--- src/rtl/laser_packet_rx_if.sv ---
// Laser link receive-side bundle: raw serial line in, recovered packet and status out.
// The receiver owns the master modport; the downstream checksum stage uses slave.
`timescale 1ns/1ps
interface laser_packet_rx_if #(
  parameter int PKT_LENGTH = 288
);
  logic                  rx;
  logic [PKT_LENGTH-1:0] data;
  logic                  new_data;
  logic                  busy;
  logic                  frame_err;

  modport master (
    input  rx,
    output data,
    output new_data,
    output busy,
    output frame_err
  );

  modport slave (
    output rx,
    input  data,
    input  new_data,
    input  busy,
    input  frame_err
  );
endinterface

--- src/rtl/laser_packet_rx.sv ---
// Photodiode-side deserializer: recovers one PKT_LENGTH-bit packet per async frame
// (start low, data LSB first, stop high) with mid-bit sampling off a synchronized line.
`timescale 1ns/1ps
module laser_packet_rx #(
  parameter int CLK_PER_BIT = 13540,
  parameter int PKT_LENGTH  = 288,
  parameter int SYNC_STAGES = 2
) (
  input  logic              clk,
  input  logic              rst_n,
  laser_packet_rx_if.master bus
);
  localparam int CNT_W = $clog2(CLK_PER_BIT);
  localparam int BIT_W = $clog2(PKT_LENGTH);
  localparam logic [CNT_W-1:0] HALF_LAST = CNT_W'(CLK_PER_BIT / 2 - 1);
  localparam logic [CNT_W-1:0] FULL_LAST = CNT_W'(CLK_PER_BIT - 1);
  localparam logic [BIT_W-1:0] LAST_BIT  = BIT_W'(PKT_LENGTH - 1);

  typedef enum logic [2:0] {
    IDLE,
    START,
    DATA,
    STOP,
    WAIT_HI
  } state_t;

  logic [SYNC_STAGES-1:0] sync_reg;
  logic [SYNC_STAGES-1:0] sync_in;
  logic                   rxs;
  logic                   rxs_prev_reg;
  logic                   fall;

  state_t                 state_reg, state_next;
  logic [CNT_W-1:0]       cnt_reg, cnt_next;
  logic [BIT_W-1:0]       bitn_reg, bitn_next;
  logic [PKT_LENGTH-1:0]  shift_reg, shift_next;
  logic [PKT_LENGTH-1:0]  data_reg, data_next;
  logic                   new_data_reg, new_data_next;
  logic                   frame_err_reg, frame_err_next;

  // Synchronizer chain: stage 0 takes the raw line, each later stage the one before it.
  genvar gi;
  generate
    for (gi = 0; gi < SYNC_STAGES; gi++) begin : g_sync
      if (gi == 0) begin : g_first
        assign sync_in[gi] = bus.rx;
      end else begin : g_rest
        assign sync_in[gi] = sync_reg[gi-1];
      end
    end
  endgenerate

  always_ff @(posedge clk or negedge rst_n) begin
    if (!rst_n) begin
      sync_reg     <= '1;
      rxs_prev_reg <= 1'b1;
    end else begin
      sync_reg     <= sync_in;
      rxs_prev_reg <= rxs;
    end
  end

  assign rxs  = sync_reg[SYNC_STAGES-1];
  assign fall = rxs_prev_reg & ~rxs;

  always_ff @(posedge clk or negedge rst_n) begin
    if (!rst_n) begin
      state_reg     <= IDLE;
      cnt_reg       <= '0;
      bitn_reg      <= '0;
      shift_reg     <= '0;
      data_reg      <= '0;
      new_data_reg  <= 1'b0;
      frame_err_reg <= 1'b0;
    end else begin
      state_reg     <= state_next;
      cnt_reg       <= cnt_next;
      bitn_reg      <= bitn_next;
      shift_reg     <= shift_next;
      data_reg      <= data_next;
      new_data_reg  <= new_data_next;
      frame_err_reg <= frame_err_next;
    end
  end

  always_comb begin
    state_next     = state_reg;
    cnt_next       = cnt_reg;
    bitn_next      = bitn_reg;
    shift_next     = shift_reg;
    data_next      = data_reg;
    new_data_next  = 1'b0;
    frame_err_next = 1'b0;
    case (state_reg)
      IDLE: begin
        if (fall) begin
          state_next = START;
          cnt_next   = '0;
        end
      end
      START: begin
        // A line that is high again at mid start bit was only a glitch.
        if (cnt_reg == HALF_LAST) begin
          if (!rxs) begin
            state_next = DATA;
            cnt_next   = '0;
            bitn_next  = '0;
          end else begin
            state_next = IDLE;
          end
        end else begin
          cnt_next = cnt_reg + 1'b1;
        end
      end
      DATA: begin
        if (cnt_reg == FULL_LAST) begin
          shift_next[bitn_reg] = rxs;
          cnt_next             = '0;
          if (bitn_reg == LAST_BIT) begin
            state_next = STOP;
          end else begin
            bitn_next = bitn_reg + 1'b1;
          end
        end else begin
          cnt_next = cnt_reg + 1'b1;
        end
      end
      STOP: begin
        if (cnt_reg == FULL_LAST) begin
          cnt_next = '0;
          if (rxs) begin
            data_next     = shift_reg;
            new_data_next = 1'b1;
            state_next    = IDLE;
          end else begin
            frame_err_next = 1'b1;
            state_next     = WAIT_HI;
          end
        end else begin
          cnt_next = cnt_reg + 1'b1;
        end
      end
      WAIT_HI: begin
        // A line held low must go high before another start bit is accepted.
        if (rxs) begin
          state_next = IDLE;
        end
      end
      default: begin
        state_next = IDLE;
      end
    endcase
  end

  assign bus.data      = data_reg;
  assign bus.new_data  = new_data_reg;
  assign bus.frame_err = frame_err_reg;
  assign bus.busy      = (state_reg != IDLE);

endmodule

--- src/flat_wrapper.sv ---
// flat-port wrapper written by rule: the top's interface ports become plain ports
module laser_packet_rx_flat 
#(
  parameter int CLK_PER_BIT = 13540,
  parameter int PKT_LENGTH  = 288,
  parameter int SYNC_STAGES = 2
)
  (clk, rst_n, bus_rx, bus_data, bus_new_data, bus_busy, bus_frame_err);
  laser_packet_rx_if #(.PKT_LENGTH(PKT_LENGTH)) bus_i ();
  input  logic clk;
  input  logic rst_n;
  input wire logic [$bits(bus_i.rx)-1:0] bus_rx;
  output wire logic [$bits(bus_i.data)-1:0] bus_data;
  output wire logic [$bits(bus_i.new_data)-1:0] bus_new_data;
  output wire logic [$bits(bus_i.busy)-1:0] bus_busy;
  output wire logic [$bits(bus_i.frame_err)-1:0] bus_frame_err;
  assign bus_i.rx = bus_rx;
  assign bus_data = bus_i.data;
  assign bus_new_data = bus_i.new_data;
  assign bus_busy = bus_i.busy;
  assign bus_frame_err = bus_i.frame_err;
  laser_packet_rx #(.CLK_PER_BIT(CLK_PER_BIT), .PKT_LENGTH(PKT_LENGTH), .SYNC_STAGES(SYNC_STAGES)) u_core (.clk(clk), .rst_n(rst_n), .bus(bus_i));
endmodule
--- config.mk ---
export PLATFORM = sky130hd
export DESIGN_NAME = laser_packet_rx_flat
export DESIGN_NICKNAME = d
export VERILOG_FILES = /design/src/rtl/laser_packet_rx_if.sv /design/src/rtl/laser_packet_rx.sv /design/src/flat_wrapper.sv
export SDC_FILE = /design/constraint.sdc
export NUM_CORES = 1
export LEC_CHECK = 0
export CAP_MARGIN = 20
export CORE_ASPECT_RATIO = 1.25
export CORE_UTILIZATION = 45
export CTS_BUF_LIST = sky130_fd_sc_hd__clkbuf_16
export DETAILED_ROUTE_END_ITERATION = 12
export HOLD_SLACK_MARGIN = 0.08
export PLACE_DENSITY = 0.66
export SYNTH_ARGS = -nofsm -noshare
export SYNTH_HDL_FRONTEND = slang
export SYNTH_SLANG_ARGS = --single-unit
--- constraint.sdc ---
create_clock -name clk -period 2.97 [get_ports clk]
set_input_delay 0.297 -clock clk [delete_from_list [all_inputs] [get_ports clk]]
set_output_delay 0.297 -clock clk [all_outputs]
set_load 0.02 [all_outputs]
# Word-level counts from Yosys, hierarchy flattened
# Cells that the tools add are included.
[totals] memories=0 ff_bits=607 out_inout_bits=291 latchBits=0 rom_bits=0 in_bits=3 ram_bits=0
[classes] magnitude_cmp=2 bitwise=2 reduce_logical=11 n_eq_ne=16 mul=0 mux=28 shifts=0 n_addsub=2 div_mod_pow=0
[ops] op="288-bit bitwise mux" n=1
[ops] op="14-bit two-way mux" n=4
[ops] op="14-bit case mux with 3 select lines" n=1
[ops] op="9-bit two-way mux" n=4
[ops] op="3-bit two-way mux" n=7
[ops] op="9-bit case mux with 2 select lines" n=1
[ops] op="3-bit case mux with 5 select lines" n=1
[ops] op="14-bit by 1-bit adder with 14-bit output (second input constant)" n=1
[ops] op="14-bit by 13-bit equality test with 1-bit output (second input constant)" n=1
[ops] op="14-bit equality test (second input constant)" n=1
[ops] op="2-bit by 1-bit inequality test with 1-bit output (second input constant)" n=6
[ops] op="9-bit by 10-bit less-than comparator with 1-bit output (second input constant)" n=1
[ops] op="9-bit by 1-bit adder with 9-bit output (second input constant)" n=1
[ops] op="1-bit demux with 9-bit select" n=1
[ops] op="9-bit equality test (second input constant)" n=1
[ops] op="9-bit by 1-bit >= comparator with 1-bit output (second input constant)" n=1
[ops] op="1-bit two-way mux" n=7
[ops] op="3-bit by 2-bit equality test with 1-bit output (second input constant)" n=2
[ops] op="3-bit AND reduction" n=2
[ops] op="6-bit AND reduction" n=1
[ops] op="3-bit nonzero test" n=2
[ops] op="5-bit AND reduction" n=1
[ops] op="2-bit inequality test (second input constant)" n=2
[ops] op="3-bit by 1-bit equality test with 1-bit output (second input constant)" n=1
[ops] op="10 further kinds" n=10

# Logic depth before layout (Yosys ltp)
[depth] ltp_word=5 depth_mapped=9

# Least setup slack after synthesis
# OpenSTA, ideal clock, no wires.
[synth_path] path_kind="register -> register" from="register u_core.cnt_reg[0]" to="register u_core.data_reg[247], in the netlist u_core.bus.data[247]" stages_incl_launch_ff=9 t_arrival_ns=2.255 period_less_slack_ns=2.379 required_time_ns=2.845 slack_ns=0.591 cell_sequence="dfrtp_1 > ha_1 > and4b_1 > nand4_4 > nor3_1 > nand2_1 > buf_1 > clkbuf_1 > mux2_2"
[synth_between] elab_chain_len=2
[synth_lines] element="from (decl)" line="laser_packet_rx.sv:34" source="logic [CNT_W-1:0] cnt_reg, cnt_next;"
[synth_lines] element="from (signal assigned)" line="laser_packet_rx.sv:77" source="cnt_reg <= cnt_next;"
[synth_lines] element="14-bit equality test" line="laser_packet_rx.sv:129" source="if (cnt_reg == FULL_LAST) begin"
[synth_lines] element="3-bit AND reduction (no source line)"
[synth_lines] element="to (signal assigned)" line="laser_packet_rx.sv:80" source="data_reg <= data_next;"
[synth_lines] element="to (decl)" line="laser_packet_rx.sv:37" source="logic [PKT_LENGTH-1:0] data_reg, data_next;"
# No other way between the ends.
# A chain may end at the register's enable or synchronous reset.

# Worst setup path in the final report
[layout_path] from="register u_core.cnt_reg[0]" to="register u_core.data_reg[216], in the netlist u_core.bus.data[216]"
# The elaborated chain is that of the path after synthesis.

==> flow_metrics.py <==
metrics = {
    "logic_synthesis": {
        "synth-main-ff-cell": "dfrtp_1",
        "yosys.area.top_type": "dfrtp_1",
        "async_reset_ff_share_pct": 100,
        "ys_seq_elements": 607,
        "ys_seq_area_share_pct": 60.7,
        "syn-num-nets": 1834,
        "synthTopCellsByCount": "604 x dfrtp_1, 515 x mux2_2, 156 x nand3_1, 139 x nor3_1, 87 x clkbuf_1",
        "postSynthCellCount": 1825,
        "netlist_area_um2": 25000,
        "yosys_warnings": 0,
        "yosysTopAreaCellShare_pct": 60.4,
        "syn_area_per_cell_um2": 13.7,
        "yosys.cell_types.count": 56,
        "synth.area.top_cells": "dfrtp_1 60%, mux2_2 23%, nand3_1 3.1%",
        "synth_edf_count": 0,
        "synth_most_common_cell": "dfrtp_1",
    },
    "floorplanning": {
        "dieHeight_um": 266,
        "die_x_um": 213,
        "dieArea_um2": 56500,
        "ios": 294,
        "initial_core_util_pct": 45.6,
        "num_rows": 96,
        "core-area_um2": 54900,
    },
    "cells_and_area": {
        "antenna_cells": 0,
        "multiInputGateArea_um2": 9250,
        "area_delta_synth_final_pct": 23.9,
        "fill_cells": 4539,
        "nets": 2129,
        "drive_gt1_share_pct": 32.3,
        "ff_latch_area_um2": 15200,
    },
    "clock_network": {
        "numCtsBuffers": 58,
        "htreeDepth": 2,
        "cts_num_sinks": 607,
        "clkTransAtPathRegs_ns": 0.06,
        "clock_latency_ns": 0.61,
        "postCtsSetupRepairBufs": 0,
        "clock_path_buffers": 3,
        "cts_tree": "yes",
        "root_buffer": "clkbuf_16",
    },
    "route": {
        "via_per_inst": 5.50,
        "routed_wl_um": 66500,
        "firstDrtPassIters": 5,
        "dr_wl_met3_um": 3100,
        "wl_met1_um": 28600,
        "vias": 15946,
        "drtAntennaViolNets": 0,
        "wire_per_inst_um": 22.9,
        "drc_errors": 0,
        "highest_layer": "met4",
        "dr_wl_met2_um": 33000,
        "drtIter0Drc": 1062,
    },
    "grt": {
        "grt_start_max_net_pins": 231,
        "antenna_found_initial": 0,
        "grt_pass1_vias": 16537,
        "grt_util_all_layers_pct": 24.1,
        "grt_pass1_wl_um": 103000,
        "overflow": 0,
    },
    "timing": {
        "setup_ws_ns": 0.290,
        "worst_slew_pin_slew_ns": 1.05,
        "skew_ns": 0.0115,
        "period_share_pct": 90.2,
        "finalHoldViolCount": 0,
        "grt_setup_unrepaired": "false",
        "drv_slew": 0,
        "finalCriticalPeriod_ns": 2.68,
        "final.setup.tns_ns": 0,
        "setup_viol": 0,
        "fmaxAchievable_mhz": 373,
        "timing.hold.ws_ns": 0.209,
        "max-slew-margin-rel_pct": 30.0,
    },
    "setup_path": {
        "arrival_ns": 3.17,
        "cpMaxStageDelayCell": "buf_4",
        "crit_family": "buffers and inverters",
        "crit_type": "register to register",
        "cp-end-kind": "register",
        "cp.buffers_inverters": 1,
        "crit_fanout": 76,
        "r2r_slack_ns": 0.29,
        "cp_cell_sequence": "ha_1 -> and4b_1 -> nand4_4 -> nor3_1 -> nand2_4 -> buf_4 -> mux2_2",
        "crit_path_start_kind": "register",
        "critPathMaxStageDelay_ns": 0.76,
        "crit_required_ns": 3.46,
    },
    "placed_design": {
        "io_buffers": 293,
        "hpwl_um": 43000,
        "gp_congestion": 0.850,
        "place_ws_ns": 0.281,
    },
    "pwr": {
        "pwr_density_cell_nw_per_um2": 524,
        "irDropWorstVdd_mv": 0.500,
        "leakage_nw": 14.5,
    },
    "run_status": {
        "outcome": "finished, final reports clean",
    },
    "hold_path": {
        "hp-class": "primary input to asynchronous set/reset pin",
    },
    "job": {
        "maxCapViolations": 0,
    },
}
[cell usage in the layout, fill, tap and decap left out, drive strengths merged, types with 2 or more instances in the layout]
cell / instances
or3: 4
a21o: 2
nor2b: 3
nand4b: 2
ha: 6
dlygate4sd3: 2
a22o: 4
and3b: 2
buf: 76
bufinv: 7
a41oi: 3
a21oi: 10
and3: 6
a31oi: 14
nand3: 156
nand2: 45
nand2b: 7
and4: 3
mux2: 576
clkbuf: 59
clkdlybuf4s50: 292
nor3: 141
inv: 14
nor3b: 4
and2: 6
nor2: 46
nand4: 7
o21ai: 7
dfstp: 3
clkinv: 30
dfrtp: 604
clkinvlp: 3
[routing by layer]
layer,global-route usage [%],vias up
met5,0,-
met3,3.92,90
met4,7.16,0
met1,32.7,8353
li1,-,7105
met2,39.6,398
[per-stage QoR]
step / utilization [%] / cells / power, mW / cell area (µm²)
after global placement: 53.0 / 2793 / 9.03 / 29100
after floorplan: - / 1825 / 8.74 / 25000
after detailed placement: 53.0 / 2793 / 9.06 / 29100
after CTS: 56.5 / 2900 / 16.5 / 31000
final: 56.5 / 2900 / 16.2 / 31000
after global routing: 56.5 / 2900 / 16.8 / 31000
[repair_timing]
item	CTS	global route
endpoints found under the setup margin	0	0
resized for setup	0	0
hold endpoints to repair	112	0
hold buffers	2	0
[cells by family after synthesis]
group	Yosys count	synth area share, %
AO/OA/AOI/OAI	52	1.44
buffers and inverters	143	2.55
multiplexers	577	26.0
AND/OR/NAND/NOR	438	8.94
adder cells (fa/ha/maj)	6	0.300
XOR/XNOR	2	0.0700
flip-flops	607	60.7
[area by class of cell]
type	instances	area share, %
clock buffers	59	4.76
clock inverters	46	1.26
inverters	8	0.121
multi-input cells	1075	29.9
flip-flops and latches	607	49.0
well taps	735	2.97
repair buffers	370	12.0
[worst paths after layout]
path	from	endpoint	cells past startpoint
min in group clk	u_core.sync_reg[0]	u_core.sync_reg[1]	0
min	rst_n	u_core.shift_reg[241]	2
min reg2reg	u_core.sync_reg[0]	u_core.sync_reg[1]	0
max in group asynchronous	rst_n	u_core.bus.data[99]	4
max reg2reg	u_core.cnt_reg[0]	u_core.bus.data[216]	7
max	u_core.cnt_reg[0]	u_core.bus.data[216]	7
[where the power goes]
part | switching (mW) | internal, mW
clock network | 3.15 | 4.19
registers | 0.0608 | 8.30
logic | 0.395 | 0.147
Power figures use the tool's default switching activity.
